File: src/rtl/rx_data_controller.sv
// Receive data controller: strips 64b/66b framing from up to MAX_LINKS lanes and rebuilds
// AXI-Stream beats (data/keep/last) through a single-beat hold register.
module rx_data_controller #(
  parameter int unsigned MAX_LINKS              = 4,
  parameter int unsigned MAX_LINKS_SIZE         = 2,
  parameter int unsigned INTERMEDIATE_DATA_SIZE = 66,
  parameter int unsigned AXI_DATA_SIZE          = 64 * MAX_LINKS
) (
  input  logic                                              clk_i,
  input  logic                                              rst_i,
  input  logic                                              single_lane_i,
  input  logic [MAX_LINKS_SIZE-1:0]                         lane_select_i,
  input  logic                                              channel_init_finished_i,
  input  logic [MAX_LINKS-1:0][INTERMEDIATE_DATA_SIZE-1:0] data_in_i,
  input  logic [MAX_LINKS-1:0]                              data_in_valid_i,
  output logic                                              axi_valid_o,
  output logic                                              axi_last_o,
  output logic [AXI_DATA_SIZE-1:0]                          axi_data_o,
  output logic [AXI_DATA_SIZE/8-1:0]                        axi_keep_o,
  output logic                                              frame_err_o
);
  localparam int unsigned KeepW = AXI_DATA_SIZE / 8;

  typedef enum logic [1:0] {KData, KIdle, KSep, KBad} kind_e;
  typedef enum logic {StIdle, StFrame} state_e;

  state_e state_q, state_d;

  kind_e       lane_kind [MAX_LINKS];
  logic [63:0] lane_data [MAX_LINKS];
  logic [7:0]  lane_keep [MAX_LINKS];

  logic [AXI_DATA_SIZE-1:0] new_data;
  logic [KeepW-1:0]         new_keep;
  logic has_sep, has_data, pat_err, proc, new_nonempty, sep_empty, emit;

  logic [AXI_DATA_SIZE-1:0] hold_data_q, hold_data_d, axi_data_d;
  logic [KeepW-1:0]         hold_keep_q, hold_keep_d, axi_keep_d;
  logic hold_valid_q, hold_valid_d, hold_last_q, hold_last_d;
  logic axi_valid_d, axi_last_d, frame_err_d;

  function automatic logic [63:0] expand_keep(input logic [7:0] keep);
    logic [63:0] mask;
    for (int k = 0; k < 8; k++) mask[8*k +: 8] = {8{keep[k]}};
    return mask;
  endfunction

  // Per-lane block decode; slot byte k lives in keep bit 7-k and data bits [63-8k -: 8].
  always_comb begin
    for (int j = 0; j < MAX_LINKS; j++) begin
      lane_kind[j] = KBad;
      lane_data[j] = '0;
      lane_keep[j] = '0;
      unique case (data_in_i[j][INTERMEDIATE_DATA_SIZE-1 -: 2])
        2'b01: begin
          lane_kind[j] = KData;
          lane_data[j] = data_in_i[j][63:0];
          lane_keep[j] = 8'hFF;
        end
        2'b10: begin
          unique case (data_in_i[j][63:56])
            8'h78: lane_kind[j] = KIdle;
            8'h1E: begin
              if (data_in_i[j][55:48] <= 8'd6) begin
                lane_kind[j] = KSep;
                for (int k = 0; k < 8; k++) begin
                  lane_keep[j][7-k] = (k < int'(data_in_i[j][55:48]));
                end
                lane_data[j] = {data_in_i[j][47:0], 16'h0} & expand_keep(lane_keep[j]);
              end
            end
            8'hE1: begin
              lane_kind[j] = KSep;
              lane_data[j] = {data_in_i[j][55:0], 8'h0};
              lane_keep[j] = 8'hFE;
            end
            default: ;
          endcase
        end
        default: ;
      endcase
    end
  end

  // Pattern check D* [SEP] I* over active lanes; lane 0 fills the most significant slot.
  always_comb begin : scan
    logic tail;
    int   slot;
    tail     = 1'b0;
    slot     = 0;
    new_data = '0;
    new_keep = '0;
    has_sep  = 1'b0;
    has_data = 1'b0;
    pat_err  = 1'b0;
    for (int j = 0; j < MAX_LINKS; j++) begin
      if (!single_lane_i || lane_select_i == MAX_LINKS_SIZE'(j)) begin
        slot = single_lane_i ? 0 : int'(MAX_LINKS) - 1 - j;
        unique case (lane_kind[j])
          KData: begin
            if (tail) pat_err = 1'b1;
            has_data = 1'b1;
          end
          KSep: begin
            if (tail || (!has_data && state_q == StIdle)) pat_err = 1'b1;
            has_sep = 1'b1;
            tail    = 1'b1;
          end
          KIdle:   tail = 1'b1;
          default: pat_err = 1'b1;
        endcase
        new_data[64*slot +: 64] = lane_data[j];
        new_keep[8*slot +: 8]   = lane_keep[j];
      end
    end
  end

  assign proc         = single_lane_i ? data_in_valid_i[lane_select_i] : &data_in_valid_i;
  assign new_nonempty = |new_keep;
  assign sep_empty    = has_sep && !new_nonempty;

  always_ff @(posedge clk_i) begin
    if (rst_i) state_q <= StIdle;
    else       state_q <= state_d;
  end

  always_comb begin
    state_d = state_q;
    if (!channel_init_finished_i) begin
      state_d = StIdle;
    end else if (proc) begin
      if (pat_err || has_sep) state_d = StIdle;
      else if (has_data)      state_d = StFrame;
    end
  end

  always_comb begin
    hold_data_d  = hold_data_q;
    hold_keep_d  = hold_keep_q;
    hold_valid_d = hold_valid_q;
    hold_last_d  = hold_last_q;
    emit         = 1'b0;
    frame_err_d  = 1'b0;
    if (channel_init_finished_i) begin
      // A final beat leaves the hold register on the very next edge, error or not.
      if (hold_valid_q && hold_last_q) emit = 1'b1;
      if (proc && !pat_err && hold_valid_q &&
          (new_nonempty || (sep_empty && state_q == StFrame))) emit = 1'b1;
      frame_err_d = proc && pat_err;
    end
    axi_valid_d = emit;
    axi_last_d  = emit && (hold_last_q || (proc && sep_empty));
    axi_data_d  = emit ? hold_data_q : '0;
    axi_keep_d  = emit ? hold_keep_q : '0;

    if (!channel_init_finished_i || (proc && pat_err) || (emit && !(proc && new_nonempty))) begin
      hold_data_d  = '0;
      hold_keep_d  = '0;
      hold_valid_d = 1'b0;
      hold_last_d  = 1'b0;
    end else if (proc && new_nonempty) begin
      hold_data_d  = new_data;
      hold_keep_d  = new_keep;
      hold_valid_d = 1'b1;
      hold_last_d  = has_sep;
    end
  end

  always_ff @(posedge clk_i) begin
    if (rst_i) begin
      hold_data_q  <= '0;
      hold_keep_q  <= '0;
      hold_valid_q <= 1'b0;
      hold_last_q  <= 1'b0;
      axi_valid_o  <= 1'b0;
      axi_last_o   <= 1'b0;
      axi_data_o   <= '0;
      axi_keep_o   <= '0;
      frame_err_o  <= 1'b0;
    end else begin
      hold_data_q  <= hold_data_d;
      hold_keep_q  <= hold_keep_d;
      hold_valid_q <= hold_valid_d;
      hold_last_q  <= hold_last_d;
      axi_valid_o  <= axi_valid_d;
      axi_last_o   <= axi_last_d;
      axi_data_o   <= axi_data_d;
      axi_keep_o   <= axi_keep_d;
      frame_err_o  <= frame_err_d;
    end
  end

endmodule

File: config.mk
export PLATFORM = sky130hd
export DESIGN_NAME = rx_data_controller
export DESIGN_NICKNAME = d
export VERILOG_FILES = /design/src/rtl/rx_data_controller.sv
export SDC_FILE = /design/constraint.sdc
export NUM_CORES = 1
export LEC_CHECK = 0
export ABC_AREA = 1
export CORE_MARGIN = 1
export CORE_UTILIZATION = 50
export DETAILED_ROUTE_END_ITERATION = 10
export DONT_BUFFER_PORTS = 1
export PLACE_DENSITY = 0.61
export SYNTH_ARGS = -nofsm -noshare
export SYNTH_HDL_FRONTEND = slang
export SYNTH_SLANG_ARGS = --single-unit
File: constraint.sdc
create_clock -name clk_i -period 4.9 [get_ports clk_i]
set_clock_uncertainty 0.15 [all_clocks]
set_input_delay 0.98 -clock clk_i [delete_from_list [all_inputs] [get_ports clk_i]]
set_output_delay 0.98 -clock clk_i [all_outputs]
set_load 0.005 [all_outputs]
# After elaboration in Yosys (flattened, before gate mapping)
# Cells that the tools add are included.
# totals
inputBits,274
regBits,582
out_inout_bits,291
wordCells,251
# classes
magnitude_cmp,37
mux,96
eq_ne,31
bitwise,9
n_reduce_logical,50
n_shift,12
n_addsub,6
# op_table
op,n
case mux 64 bit (2 select lines),8
2-to-1 mux 256 bit,3
variable shift 64 x 33 -> 256 bit (first input constant),3
indexed part select 64 x 33 -> 256 bit,3
bitwise mux 256 bit,2
2-to-1 mux 64 bit,5
bitwise AND 256 bit,1
bitwise AND 64 bit,4
< comparator 3 x 8 -> 1 bit (first input constant),16
case mux 8 bit (2 select lines),8
variable shift 8 x 33 -> 32 bit (first input constant),3
indexed part select 8 x 33 -> 32 bit,3
2-to-1 mux 32 bit,3
negator 5 -> 33 bit,2
negator 8 -> 33 bit,2
bitwise mux 32 bit,2
< comparator 1 x 8 -> 1 bit (first input constant),8
< comparator 2 x 8 -> 1 bit (first input constant),8
2-to-1 mux 1 bit,45
2-to-1 mux 8 bit,5
negator 4 -> 33 bit,1
negator 7 -> 33 bit,1
bitwise AND 32 bit,1
== test 8 x 5 -> 1 bit (second input constant),4
other kinds (22),100

# Depth between registers and ports, before layout
# depth
depth_word,28
ltp_mapped,29
ltp_nobuf,25

# Least setup slack after synthesis
# No wires, ideal clock.
# synth_timing
kind,input to register
from,input port data_in_i[57] in the netlist's numbering
to,register hold_data_q[155]
setup_slack_ps,1051
arrival_ps,3582
path_buffers,4
required_time_ps,4633
path_stages,29
setup_time_ps,117
path_cell_list,inv_1 > nor2_1 > nand3_1 > nor2_1 > inv_1 > clkbuf_1 > o21bai_1 > o22ai_1 > ha_1 > inv_1 > nand2_1 > nand2_1 > nor2_1 > inv_1 > nand2_1 > nand3_1 > nand2_1 > nand2_1 > inv_2 > nand3_1 > nor2_1 > nand2_1 > nand2_1 > nand2_1 > nand2_1 > buf_4 > buf_6 > buf_2 > nor2_1
# synth_between
elab_chain_cells,27
word_cells_on_any_way,90
cone_classes,eq/ne (5); shift (2); mux (53); bitwise (2); reduce/logical (28)
# synth_rtl
item,line_no,source
"start, declared",14,"input logic [MAX_LINKS-1:0][INTERMEDIATE_DATA_SIZE-1:0] data_in_i,"
branches (longest 27 deep; another with == test 8 bit),n/a,
"end signal, assigned",181,hold_data_q <= hold_data_d;
"end, declared",37,"logic [AXI_DATA_SIZE-1:0] hold_data_q, hold_data_d, axi_data_d;"
# Parallel ways; which one is timed is not known.
# A chain may end at the register's enable or synchronous reset.

# Worst setup path in the final report
# layout_timing
from,input port data_in_i[60] in the netlist's numbering
to,register hold_data_q[197]
# Same word-level chain as after synthesis.

==> summary.md <==
| Metric | Value |
|---|---|
| Status | completed |
| Vias per cell | 5.63 |
| FMAX | 262 MHz |
| Global-route wire length before repair | ~170000 um |
| Pre-CTS WS | 0.564 ns |
| Number of global-route vias before repair | 25854 |
| Worst EP required | 5.24 ns |
| Rel. slew slack | 22.8% |
| Syn Area/Cell | 6.47 um^2 |
| Insertion delay to the later sink of the worst-skew pair | roughly 0.63 ns |
| Post-CTS Setup Bufs | 0 |
| Hold crit path type | flop to flop |
| Syn-to-layout area delta | 8.75% |
| Clock net sink count | 582 |
| Tot GR Track Use | 40.8% |
| Synth Register Bits | 582 |
| Final Cycle Share | 77.8% |
| Async S/R FF share, synth | 0% |
| Die area | 56900 um^2 |
| Root Buffer | clkbuf_16 |
| Final worst slack | 1.09 ns |
| Final Slew Violations | 0 |
| Worst-margin pin slew | 1.15 ns |
| IO Port Bufs | 0 |
| CTS tree | built |
| CP Launch Type | input port |
| H-Tree Depth | 2 |
| Syn Std Cell Area | 28000 um^2 |
| Row count | 86 |
| DRC viols | 0 |
| Net Count, Synth | 4618 |
| Hold buffers post-CTS | 0 |
| Path type of the worst setup path | input port to flop |
| Clock Pin Slew Worst Setup and Hold Paths | about 0.060 ns |
| Warnings, synthesis | 0 |
| DRT antenna net count | 0 |
| CP Data Arrival Time | 4.15 ns |
| Power share of the clock group | roughly 45% |
| I/O pin count | 565 |
| Critical Path Fanout Max | 27 |
| Sw power | ~2.5 mW |
| Largest net degree at the start of global routing | about 160 |
| Worst R2R Path Depth | 17 |
| Max-Cap Viols | 0 |
| Util after Layout | 55.1% |
| GP Congestion | 1.10 |
| First DRT Iteration DRCs | between 3000 and 4000 |
| Most frequent cells in the layout | nand2_1 (1124), nor2_1 (719), inv_1 (672), dfxtp_1 (582), o21ai_0 (279) |
| HPWL after DPL | 93700 um |
| Initial antenna violation count | 20 |
| Nets@finish | 4495 |
| EDFF count, synth | 0 |
| Share of cells above drive strength 1 | 5.04% |
| DR WL/cell | 23.9 um |
| Core area | 55200 um^2 |
| Most common cell after layout, fill and taps aside | nand2_1 |
| CTS max path bufs | 3 |
| RSZ-0062 raised after global routing | no |
| Hold Vio Cnt, Final | 0 |
| Setup TNS | 0 ns |
| Peak supply drop | 302 uV |
| Predominant post-synthesis flop cell | dfxtp_1 |
| Final setup viols | 0 |
| Crit path time final | 3.81 ns |
| Total CTS buffers | 58 |
| Pleak | around 11 nW |
| Initial Utilization | 50.7% |
| CTS resizes | 0 |
| Sw Share | 24.8% |
| Drt pass-1 iters | 9 |
| Design Power | between 10 and 15 mW |
| Global route overflow | 0 |
| Worst hold margin | 0.274 ns |
| Post-synthesis sequential area ratio | 41.6% |
| Internal power | 7.62 mW |
| Final wirelength | 120000 um |
| Sequential power share | 47.2% |
| Mapped Cells | 4327 |
| Combinational Power Share | ~8.1% |
| CP Capture Type | flop |
| Via count | around 28000 |
| Die extent in x | 239 um |
| DIE HEIGHT | 239 um |
| Worst hold stages | 2 |
| Synth unique cells | 41 |
| PD cells | 333 nW/um^2 |
-- cell families (layout without fill, tap and decap cells) --
kind of cell,Yosys count,after routing,synth area share [%]
and+or+nand+nor,2105,2105,30.3
other,0,11,0
buffers and inverters,944,863,13.7
AOI/OAI and AO/OA,679,679,13.6
adders and majority gates,17,17,0.760
DFF,582,582,41.6
-- sequential cells by signal, indices dropped and copies added, names as in the netlist --
register,cells
axi_keep_o,32
axi_last_o,1
hold_valid_q,1
axi_valid_o,1
axi_data_o,256
frame_err_o,1
state_q,1
hold_data_q,256
hold_keep_q,32
hold_last_q,1
-- worst max-delay path, cell delays in order --
cell and delay (ns):
inv_1 0.05, nor3_1 0.18, nand3_1 0.11, nor3_1 0.35, o21bai_1 0.18, o22ai_1 0.13, ha_1 0.32, inv_1 0.04
nand2_1 0.09, nand2_1 0.08, nor2_1 0.12, inv_1 0.05, nand2_1 0.06, nand3_1 0.07, nand2_1 0.06, nand2_1 0.06
inv_2 0.06, nand3_1 0.08, nor2_1 0.09, nand2_1 0.05, nand2_1 0.11, nand2_1 0.10, nand2_4 0.11, buf_12 0.19
buf_4 0.31, nor2_1 0.09
-- through the flow --
stage,instances,cell area (um^2)
floorplan,4327,28000
global placement,4892,28500
detailed placement,4892,28500
CTS,4994,30400
global route,5004,30400
finish,5005,30400
-- worst paths after layout --
| path | startpoint | to | slack [ns] |
|---|---|---|---|
| max | data_in_i[60] | hold_data_q[197] | 1.09 |
| min | hold_data_q[141] | axi_data_o[141] | 0.27 |
| max reg2reg | state_q | hold_data_q[197] | 2.34 |
| min reg2reg | hold_data_q[141] | axi_data_o[141] | 0.27 |
-- metal layers --
metal | share of wire, % | track usage (%)
met1 | 37 | 48.9
met3 | 12 | 13.1
met5 | 0.087 | 0
met2 | 45 | 64.5
met4 | 5.9 | 22.5
-- power by group through the flow --
stage	Combinational (mW)	Sequential, mW	Clock [mW]
after detailed placement	0.793	4.88	0
after CTS	0.797	4.78	4.57
after global placement	0.796	4.88	0
final	0.823	4.78	4.53
after global routing	0.886	4.78	4.78
after floorplan	0.562	4.88	0
-- cell type report --
| class | count | area, um^2 |
|---|---|---|
| Antenna cell | 11 | 27.5 |
| Clock buffer | 86 | 1730 |
| Clock inverter | 16 | 223 |
| Fill cell | 5696 | 24800 |
| Inverter | 690 | 2600 |
| Multi-Input combinational cell | 2801 | 12600 |
| Sequential cell | 582 | 11700 |
| Tap cell | 748 | 936 |
| Timing Repair Buffer | 71 | 708 |
-- cell usage after synthesis, drive strengths merged (2+ instances only) --
library cell	instances	area, um^2
a22oi	46	345
o21bai	8	60.1
or2	2	12.5
clkbuf	118	443
o22ai	124	776
nand2	1134	4280
nor2	738	2850
and2	2	12.5
clkinv	4	15.0
o21a	2	15.0
o21ai	407	2040
o32ai	16	140
a21oi	62	310
inv	686	2570
a221oi	9	78.8
dfxtp	582	11700
nand3	109	591
nor4	3	18.8
ha	17	213
nand4	106	663
nor3	10	55.1
buf	136	798
(Power assumes the default switching activity.)
